File: config.mk
export PLATFORM = sky130hd
export DESIGN_NAME = dff_reg_arbiter
export DESIGN_NICKNAME = d
export VERILOG_FILES = /design/src/rtl/dff_reg_arbiter.sv
export SDC_FILE = /design/constraint.sdc
export NUM_CORES = 1
export LEC_CHECK = 0
export ABC_AREA = 0
export CORE_ASPECT_RATIO = 0.6
export CORE_MARGIN = 5
export CORE_UTILIZATION = 30
export CTS_CLUSTER_SIZE = 25
export DETAILED_ROUTE_END_ITERATION = 10
export DONT_BUFFER_PORTS = 1
export GPL_ROUTABILITY_DRIVEN = 0
export GPL_TIMING_DRIVEN = 1
export PLACE_DENSITY = 0.45
export SLEW_MARGIN = 10
export SYNTH_ARGS = -nofsm -noshare
export SYNTH_HDL_FRONTEND = slang
export SYNTH_SLANG_ARGS = --single-unit
File: constraint.sdc
create_clock -name CLK -period 2.3 [get_ports CLK]
set_input_delay 0.575 -clock CLK [delete_from_list [all_inputs] [get_ports CLK]]
set_output_delay 0.575 -clock CLK [all_outputs]
set_load 0.005 [all_outputs]
File: src/rtl/dff_reg_arbiter.sv
// -----------------------------------------------------------------------------
// dff_reg_arbiter
//   Round-robin scheduler that shares one WIDTH-bit storage register among N
//   requesters. One requester owns the register at a time. While it owns the
//   register, its data slice is loaded on every cycle that it keeps requesting.
//   A tenure ends after MAX_HOLD loads or when the owner drops its request.
//   At least one idle cycle always separates two tenures.
//
// Ports
//   CLK    in   1        clock, rising edge
//   CLR_N  in   1        asynchronous active-low clear
//   REQ    in   N        level-sensitive requests
//   DIN    in   N*WIDTH  requester data, slice k = DIN[k*WIDTH +: WIDTH]
//   GNT    out  N        one-hot grant, zero when there is no owner
//   Q      out  WIDTH    shared register contents
//   OWNER  out  IDXW     current or last granted index
//   BUSY   out  1        high while a grant is active
//
// state  | meaning
// -------+-----------------------------------------------------------------
// S_IDLE | no owner; arbitrate among REQ on the next edge, Q holds
// S_BUSY | OWNER holds the register; load its slice while it requests
// -----------------------------------------------------------------------------
module dff_reg_arbiter #(
  parameter int N        = 4,
  parameter int IDXW     = 2,
  parameter int WIDTH    = 8,
  parameter int MAX_HOLD = 4,
  parameter int CNTW     = 3
) (
  input  logic               CLK,
  input  logic               CLR_N,
  input  logic [N-1:0]       REQ,
  input  logic [N*WIDTH-1:0] DIN,
  output logic [N-1:0]       GNT,
  output logic [WIDTH-1:0]   Q,
  output logic [IDXW-1:0]    OWNER,
  output logic               BUSY
);

  localparam logic [0:0] S_IDLE = 1'b0;
  localparam logic [0:0] S_BUSY = 1'b1;

  localparam logic [N-1:0]    ONE_HOT_0 = N'(1);
  localparam logic [CNTW-1:0] HOLD_LIM  = CNTW'(MAX_HOLD);

  logic [0:0]       state_q;
  logic [CNTW-1:0]  cnt_q;
  logic [IDXW-1:0]  ptr_q;

  logic             win_found;
  logic [IDXW-1:0]  win_idx;
  logic [IDXW-1:0]  scan_idx;
  logic [IDXW-1:0]  ptr_next;
  logic [CNTW-1:0]  cnt_inc;
  logic [WIDTH-1:0] owner_slice;
  logic             owner_req;

  // Circular scan starting at the pointer; the first requester seen wins.
  always_comb begin
    win_found = 1'b0;
    win_idx   = '0;
    scan_idx  = '0;
    for (int i = 0; i < N; i++) begin
      scan_idx = IDXW'((int'(ptr_q) + i) % N);
      if (!win_found && REQ[scan_idx]) begin
        win_found = 1'b1;
        win_idx   = scan_idx;
      end
    end
  end

  // Pointer moves past the winner at grant time, so a requester that was
  // forcibly released becomes lowest priority at the next arbitration.
  assign ptr_next    = IDXW'((int'(win_idx) + 1) % N);
  assign cnt_inc     = cnt_q + CNTW'(1);
  assign owner_req   = REQ[OWNER];
  assign owner_slice = DIN[OWNER*WIDTH +: WIDTH];

  always_ff @(posedge CLK or negedge CLR_N) begin
    if (!CLR_N) begin
      state_q <= S_IDLE;
      cnt_q   <= '0;
      ptr_q   <= '0;
      GNT     <= '0;
      OWNER   <= '0;
      Q       <= '0;
    end else begin
      case (state_q)
        S_IDLE: begin
          if (win_found) begin
            state_q <= S_BUSY;
            GNT     <= ONE_HOT_0 << win_idx;
            OWNER   <= win_idx;
            cnt_q   <= '0;
            ptr_q   <= ptr_next;
          end
        end
        S_BUSY: begin
          if (owner_req) begin
            Q     <= owner_slice;
            cnt_q <= cnt_inc;
            if (cnt_inc == HOLD_LIM) begin
              state_q <= S_IDLE;
              GNT     <= '0;
            end
          end else begin
            state_q <= S_IDLE;
            GNT     <= '0;
          end
        end
        default: begin
          state_q <= S_IDLE;
          GNT     <= '0;
        end
      endcase
    end
  end

  assign BUSY = (state_q == S_BUSY);

endmodule

# ---- Yosys cells after proc, flatten, opt, wreduce, memory -nomap -nowiden
# Index checks and enable logic that the tools add are counted.
# W data, S select, Z words.
dict set report word_totals {
  output_inout_bits 15
  inputBits 38
  ff_bits 20
  word_cells 62
}
dict set report classes {
  n_shift 2
  n_lt_le_gt_ge 5
  n_addsub 5
  reduce_logical 10
  eq_ne 4
  mux 29
  n_bitwise 1
}
# operator count
set ops {}
lappend ops {{$shiftx A32 B6 Y8} 1}
lappend ops {{$lt A2 B3 Y1 const B} 5}
lappend ops {{$mux W1} 12}
lappend ops {{$mux W4} 3}
lappend ops {{$bmux W1 S2} 5}
lappend ops {{$mux W2} 4}
lappend ops {{$pmux W4 S2} 1}
lappend ops {{$reduce_and A2 Y1} 4}
lappend ops {{$mux W3} 2}
lappend ops {{$pmux W3 S2} 1}
lappend ops {{$add A2 B1 Y2 const B} 2}
lappend ops {{$add A2 B2 Y2 const B} 2}
lappend ops {{$shl A1 B2 Y4 const A} 1}
lappend ops {{$add A3 B1 Y3 const B} 1}
lappend ops {{$eq A3 B3 Y1 const B} 1}
lappend ops {{$logic_and A1 B1 Y1} 3}
lappend ops {{$logic_not A1 Y1} 3}
lappend ops {{$ne A3 B2 Y1 const B} 1}
lappend ops {{$ne A2 B1 Y1 const B} 1}
lappend ops {{$ne A2 B2 Y1 const B} 1}
lappend ops {{$pmux W1 S2} 1}
lappend ops {{$not A1 Y1} 1}

# ---- Longest topological paths before layout
# Gate-level depths: netlist (run 1).
dict set report depth {
  word_depth 15
  mapped_depth 6
  depth_no_buf 6
}

# ---- Worst setup path after synthesis (run 1)
# Ideal clock, no wire load.
dict set report synth_timing {
  kind {input to register}
  start {in REQ[2]}
  end {reg ptr_q[1]}
  stages 5
  setup_slack_ns 0.356
  t_arrival_ns 1.819
  path_buffers 1
  required_ns 2.175
  setup_ns 0.125
  path_cell_list {nor4_2 > buf_2 > nor4_1 > ha_1 > mux2_2}
}
dict set report synth_between {
  elab_chain_cells 13
}
# element line_no
set synth_lines {}
lappend synth_lines {{start: declaration} 33} ;# input logic [N-1:0] REQ,
lappend synth_lines {{$bmux W1 S2} 66} ;# if (!win_found && REQ[scan_idx]) begin
lappend synth_lines {{$mux W1 (implied by the code)} 66}
lappend synth_lines {{$mux W1} 66}
lappend synth_lines {{$logic_not A1 Y1} 66}
lappend synth_lines {{$logic_and A1 B1 Y1} 66}
lappend synth_lines {{$mux W1} 66}
lappend synth_lines {{$logic_not A1 Y1} 66}
lappend synth_lines {{$logic_and A1 B1 Y1} 66}
lappend synth_lines {{$mux W1} 66}
lappend synth_lines {{$logic_not A1 Y1} 66}
lappend synth_lines {{$logic_and A1 B1 Y1} 66}
lappend synth_lines {{$mux W2 (*)} 66}
lappend synth_lines {{named net win_idx[0]} 52} ;# logic [IDXW-1:0] win_idx;
lappend synth_lines {{$add A2 B1 Y2 (*)} 75} ;# assign ptr_next = IDXW'((int'(win_idx) + 1) % N);
lappend synth_lines {{named net ptr_next[1]} 54} ;# logic [IDXW-1:0] ptr_next;
lappend synth_lines {{end signal: assignment} 96} ;# ptr_q <= ptr_next;
lappend synth_lines {{end: declaration} 49} ;# logic [IDXW-1:0] ptr_q;
# Mark *: on every way through the listed nets, which the timed path passes. The rest lies on a longest branch. The select of a mux whose other input is x is not followed.
# A chain may end at the register's enable or synchronous reset.

# ---- Worst setup path after layout (run 1)
dict set report layout_timing {
  start {reg ptr_q[1]}
  end {reg GNT[0]}
}
dict set report layout_between {
  elab_chain_cells 15
}
# element line_no
set layout_lines {}
lappend layout_lines {{parallel branches: the longest is 15 deep, another holds $add A2 B1 Y2} n/a}
lappend layout_lines {{end signal: assignment} 93} ;# GNT <= ONE_HOT_0 << win_idx;
lappend layout_lines {{end: declaration} 35} ;# output logic [N-1:0] GNT,
# Parallel ways; which one is timed is not known. The select of a mux whose other input is x is not followed.

==> results of run 1 <==
flip-flops by register name, summed over array words and instances, names as in the netlist:
register  flops
BUSY          1
GNT           4
OWNER         2
Q             8
cnt_q         3
ptr_q         2
power groups by stage:
stage	logic (mW)	clock network [mW]	registers, mW
CTS	0.839	0.287	0.709
detailed placement	0.827	0	0.717
global placement	0.811	0	0.711
floorplan	0.694	0	0.641
global route	0.921	0.305	0.739
finish	0.831	0.278	0.705
cells in the mapped netlist, types with 3 or more instances:
cell type,instances
dfrtp_1,20
ha_1,6
inv_1,4
mux2_2,9
mux2i_1,6
mux4_1,8
nand2_1,5
nand3_1,3
o21ai_0,7
o22ai_1,4
worst max-delay path, cell delays in order (launching register included):
cell     delay (ns)
dfrtp_1        0.43
nand2_1        0.10
a21oi_1        0.11
or4_1          0.56
ha_1           0.24
mux2i_1        0.12
o22ai_1        0.09
per-layer routing:
| layer | GRT usage, % | up-vias | part of all wire (%) | wire [um] |
|---|---|---|---|---|
| met4 | 3.70 | 0 | 0.68 | 21 |
| met2 | 16.8 | 33 | 47 | 1460 |
| li1 | - | 406 | - | - |
| met1 | 15.7 | 456 | 46 | 1440 |
| met3 | 3.22 | 4 | 5.8 | 179 |
| met5 | 0 | - | 0 | 0 |
metrics by stage:
step | cells | utilization, %
after floorplan | 102 | -
after global placement | 162 | 33.2
final | 167 | 34.8
after global routing | 167 | 34.8
after CTS | 167 | 34.8
after detailed placement | 162 | 33.2
kinds of logic (layout without fill, tap and decap cells):
| family | count (synthesis) | in the layout | synth area share [%] |
|---|---|---|---|
| mux | 24 | 24 | 30.6 |
| xor+xnor | 2 | 2 | 1.36 |
| compound gates | 18 | 18 | 8.76 |
| flops | 20 | 20 | 38.9 |
| simple gates | 23 | 23 | 11.1 |
| fa+ha+maj | 6 | 6 | 5.84 |
| buf+inv | 9 | 14 | 3.40 |
final cells by class:
class / instances / area share, %
inverters: 4 / 1.05
flip-flops and latches: 20 / 34.9
clock buffers: 4 / 3.84
repair buffers: 6 / 3.31
multi-input cells: 73 / 51.7
well taps: 60 / 5.23
how the worst max path moves through the flow:
stage                     slack (ns)       end  depth (start not counted)
final                           0.50    GNT[0]                          6
after global routing            0.37    GNT[0]                          6
after CTS                       0.48    GNT[0]                          6
after detailed placement        0.36    GNT[0]                          6
after global placement          0.38  ptr_q[1]                          4
after floorplan                 0.36  ptr_q[1]                          5
what timing repair did:
action,4_1_cts,5_1_grt
hold buffers,1,0
hold endpoints to repair,20,0
setup endpoints to repair,0,0
==> parameters.txt, run 1 <==
Parameter                              Value

Status
  Outcome    complete, no violations

Die
  Core footprint    0.00412 mm2
  Total number of placement rows    18
  Number of I/O pins    53
  Effective utilization at floorplan    31.2%
  Chip height    between 60 and 70 um
  Die width    94.5 um
  Die area    0.00574 mm2

Clock tree
  Clock tree from TritonCTS    yes
  Worst-skew pair later-pin latency    0.26 ns
  Deepest level of the CTS H-tree    1
  CTS Sinks    20
  Post-CTS resize count    0
  Buffer count from post-CTS setup fixing    0
  Buffers from clock root to sink, at most    2
  Clock tree root buffer cell    clkbuf_8
  TritonCTS Buffers    3
  Clock-pin transition on the worst setup and hold timing paths    roughly 0.08 ns

Routing
  Vias after detailed routing    899
  Drt via density    5.38
  DRT antenna net count    0
  Iteration count of the initial detailed-routing pass    4
  Detailed-route wire length    between 3 and 4 mm
  Number of remaining DRC errors    0
  Starting DRC count in detailed routing    55
  Routed length per instance    roughly 19 um

Timing
  Crit path time final    ~1.8 ns
  Final Setup Violations    0
  Setup_tns    0 ns
  Hold violation total from the final report    0
  Slew HR    37.3%
  Unrepaired setup endpoints after global routing    no
  Final worst-path cycle share    between 70 and 80%
  Worst slew pin tran    0.937 ns
  Fmax achieved    556 MHz
  Worst Slack Setup Final    0.500 ns
  Slew Limit Fails    0
  Hold Slack    0.556 ns
  Final setup skew    0.00494 ns

Worst setup path
  R2R cell count    6
  Kind of critical path    reg2reg
  FF-to-FF Start    ptr_q[1]
  Crit. Startpoint    ptr_q[1]
  Crit path DAT    1.92 ns
  Startpoint type of the worst setup path    flip-flop
  Data required time of the worst path    2.42 ns
  Worst reg-to-reg setup slack    0.50 ns
  Critical Path Fanout Max    5
  Critical R2R Capture    GNT[0]
  Element type at the critical path end    flip-flop

Power and ir drop
  Maximum resistive drop on vdd    0.496 mV
  Combinational Power Share    45.8%
  Sequential share of power    38.8%
  Clock share of power    15.4%
  Leakage    approximately 0.59 nW
  Final total power    1.81 mW
  Cell-internal power    around 1.1 mW
  Switching share of power    38.3%
  Power Density    1260 mW/mm2
  Net switching power    695 uW

Finish
  Final design area excluding fillers    0.00144 mm2
  Fraction of final layout cells sized beyond drive strength 1    20.6%
  Commonest cells after routing, fill and taps aside    dfrtp_1 (20), mux2_2 (9), mux4_1 (8)
  Footprint of the multi-input gates    about 740 um2
  Number of inserted diodes    0
  Most common cell after layout, fill and taps aside    dfrtp_1
  Nets@finish    152
  Area Growth Syn to Fin    11.6%
  FF+latch area    500 um2
  Filler instances    slightly above 400

Logic synthesis
  Total of warnings raised by yosys    0
  Area share of the largest cell type after synthesis    38.9%
  Ranking of synthesized cells by area    dfrtp_1 (39%), mux4_1 (16%), mux2_2 (7.9%), ha_1 (5.8%), mux2i_1 (4.7%)
  Number of cells produced by synthesis    102
  Dominant cell type by area after synthesis    dfrtp_1
  EDFF count, synth    0
  Mapped Nets    146
  Synth async-reset ratio    100%
  Share of synthesized area occupied by flip-flops and latches    approximately two fifths
  Count of different cell masters after synthesis    34
  Flip-flop and latch count after synthesis    20
  Top flip-flop cell by instance count after synthesis    dfrtp_1
  Syn Area/Cell    12.6 um2
  Post-Syn Area    around 0.0013 mm2

Global route
  Final global-route overflow total    0
  Overall Global Routing Usage    11.2%
  Global-route wire length before repair    4.84 mm
  Largest net degree at the start of global routing    21
  Number of antenna violations at the first check in global routing    0
  Number of global-route vias before repair    919

Flow run
  Count of max-cap constraint violations    0

Place
  Post-Place Setup Slack    0.357 ns
  Cell area reported after detailed placement    between 0.001 and 0.0015 mm2
  Input/output buffers    0
  Total half-perimeter wirelength after legalization and detailed placement    2.44 mm

Min path
  WHS Endpoint    Q[3]
  Worst min path class    reg2reg
  Worst hold stages    1
  Hold path startpoint    Q[3]
Power figures use the tool's default switching activity.
==> run 2: changes to the inputs <==
clock period = 1.9 ns   (was 2.3 ns; I/O delays follow)
==> run 2 against run 1 <==
Compared with the run above: critical path type unchanged; setup slack worse by 0.41 ns; cell count unchanged; die area unchanged; wire length barely moved; highest routed layer unchanged; critical path depth unchanged.
==> parameters.txt, run 2 (synthesized netlist as in run 1, its figures left out) <==
Parameter                              Value

Status
  Outcome    complete, no violations

Die
  Number of I/O pins    53
  Core footprint    0.00412 mm2
  Die width    ~95 um
  Effective utilization at floorplan    31.2%
  Total number of placement rows    18
  Die area    around 0.0057 mm2
  Chip height    around 61 um

Timing
  Setup_tns    0 ns
  Hold violation total from the final report    0
  Unrepaired setup endpoints after global routing    no
  Final setup skew    0.00207 ns
  Final Setup Violations    0
  Worst slew pin tran    approximately 0.93 ns
  Final worst-path cycle share    95.0%
  Slew HR    37.7%
  Worst Slack Setup Final    0.0948 ns
  Fmax achieved    554 MHz
  Crit path time final    1.81 ns
  Slew Limit Fails    0
  Hold Slack    0.549 ns

Clock tree
  Buffer count from post-CTS setup fixing    0
  Deepest level of the CTS H-tree    1
  TritonCTS Buffers    3
  Worst-skew pair later-pin latency    0.25 ns
  Clock tree from TritonCTS    yes
  Buffers from clock root to sink, at most    2
  Clock tree root buffer cell    clkbuf_8
  CTS Sinks    20
  Clock-pin transition on the worst setup and hold timing paths    0.07 ns

Routing
  Starting DRC count in detailed routing    a little over 60
  DRT antenna net count    0
  Iteration count of the initial detailed-routing pass    4
  Drt via density    5.37
  Detailed-route wire length    3.10 mm
  Number of remaining DRC errors    0
  Routed length per instance    about 19 um
  Vias after detailed routing    around 900

Global route
  Overall Global Routing Usage    11.0%
  Number of global-route vias before repair    about 950
  Final global-route overflow total    0
  Global-route wire length before repair    4.77 mm
  Largest net degree at the start of global routing    21
  Number of antenna violations at the first check in global routing    0

Place
  Input/output buffers    0
  Total half-perimeter wirelength after legalization and detailed placement    ~2.4 mm
  Post-Place Setup Slack    0.0304 ns

Finish
  Commonest cells after routing, fill and taps aside    dfrtp_1 (19), mux2_2 (9), mux4_1 (8)
  Most common cell after layout, fill and taps aside    dfrtp_1
  Number of inserted diodes    0
  Largest Register    Q
  Area Growth Syn to Fin    11.9%
  Nets@finish    153
  Footprint of the multi-input gates    approximately 750 um2
  Fraction of final layout cells sized beyond drive strength 1    23.4%
  Largest registers    Q: 8 flops, GNT: 4 flops, cnt_q: 3 flops
  Max FFs per register    8
  Filler instances    401
  FF+latch area    502 um2

Worst setup path
  Data required time of the worst path    2.01 ns
  R2R cell count    6
  Critical Path Fanout Max    4
  Element type at the critical path end    flip-flop
  Kind of critical path    reg2reg
  Startpoint type of the worst setup path    flip-flop
  Crit path DAT    1.91 ns

Flow run
  Count of max-cap constraint violations    0

Power and ir drop
  Maximum resistive drop on vdd    0.490 mV
  Power Density    1520 mW/mm2
  Leakage    0.589 nW

Min path
  Worst hold stages    1
  Worst min path class    reg2reg
run 2: cell types whose count changed in the layout (fill, tap and decap cells not counted):
cell | previous run | this run
buf_4 | 5 | 6
clkbuf_8 | 4 | 3
dfrtp_1 | 20 | 19
dfrtp_2 | 0 | 1
nor3b_1 | 1 | 0
nor3b_2 | 0 | 1
or4_1 | 1 | 0
or4_4 | 0 | 1
run 2: where the power goes:
group          switching (mW)  internal [mW]  leakage [nW]  total [mW]
Sequential              0.197          0.636         0.245       0.833
Combinational           0.508          0.574         0.323        1.08
Clock                   0.130          0.141        0.0216       0.271
run 2: area by class of cell:
cell class,instances,share of cell area [%]
clock buffer,3,2.87
inverter,4,1.04
multi-input combinational,73,52.2
sequential,20,34.9
tap,60,5.22
timing repair buffer,7,3.83
run 2: path summary, 6_finish.rpt:
| path | start | end | slack (ns) |
|---|---|---|---|
| hold reg to reg | Q[3] | Q[3] | 0.55 |
| max in group asynchronous | CLR_N | ptr_q[1] | 0.47 |
| setup / recovery | ptr_q[0] | GNT[0] | 0.09 |
| min in group asynchronous | CLR_N | GNT[2] | 0.81 |
| setup reg to reg | ptr_q[0] | GNT[0] | 0.09 |
| hold / removal | Q[3] | Q[3] | 0.55 |
run 2: repair_timing:
item,in CTS,in global routing
hold endpoints to repair,20,0
setup endpoints to repair,0,4
resized for setup,0,3
hold buffers,1,0
run 2: critical path: stages, from the launching register on:
cell	delay, ns
dfrtp_1	0.43
nand2b_1	0.10
a21oi_1	0.13
or4_4	0.55
ha_1	0.23
mux2i_1	0.14
o22ai_1	0.09
run 2: layer usage:
| metal | track usage (%) | up-vias | part of all wire (%) |
|---|---|---|---|
| met2 | 17.7 | 34 | 49 |
| met5 | 0 | - | 0 |
| met4 | 3.29 | 0 | 0.35 |
| met1 | 15.0 | 451 | 47 |
| met3 | 2.73 | 2 | 4.1 |
| li1 | - | 409 | - |
run 2: stage by stage:
stage | std cells | instance area (um2) | total power, mW | utilization [%]
2_1_floorplan | 102 | 1290 | 1.62 | -
3_3_place_gp | 163 | 1380 | 1.87 | 33.4
3_5_place_dp | 163 | 1380 | 1.91 | 33.4
4_1_cts | 167 | 1430 | 2.20 | 34.7
5_1_grt | 167 | 1440 | 2.37 | 34.9
6_report | 167 | 1440 | 2.19 | 34.9
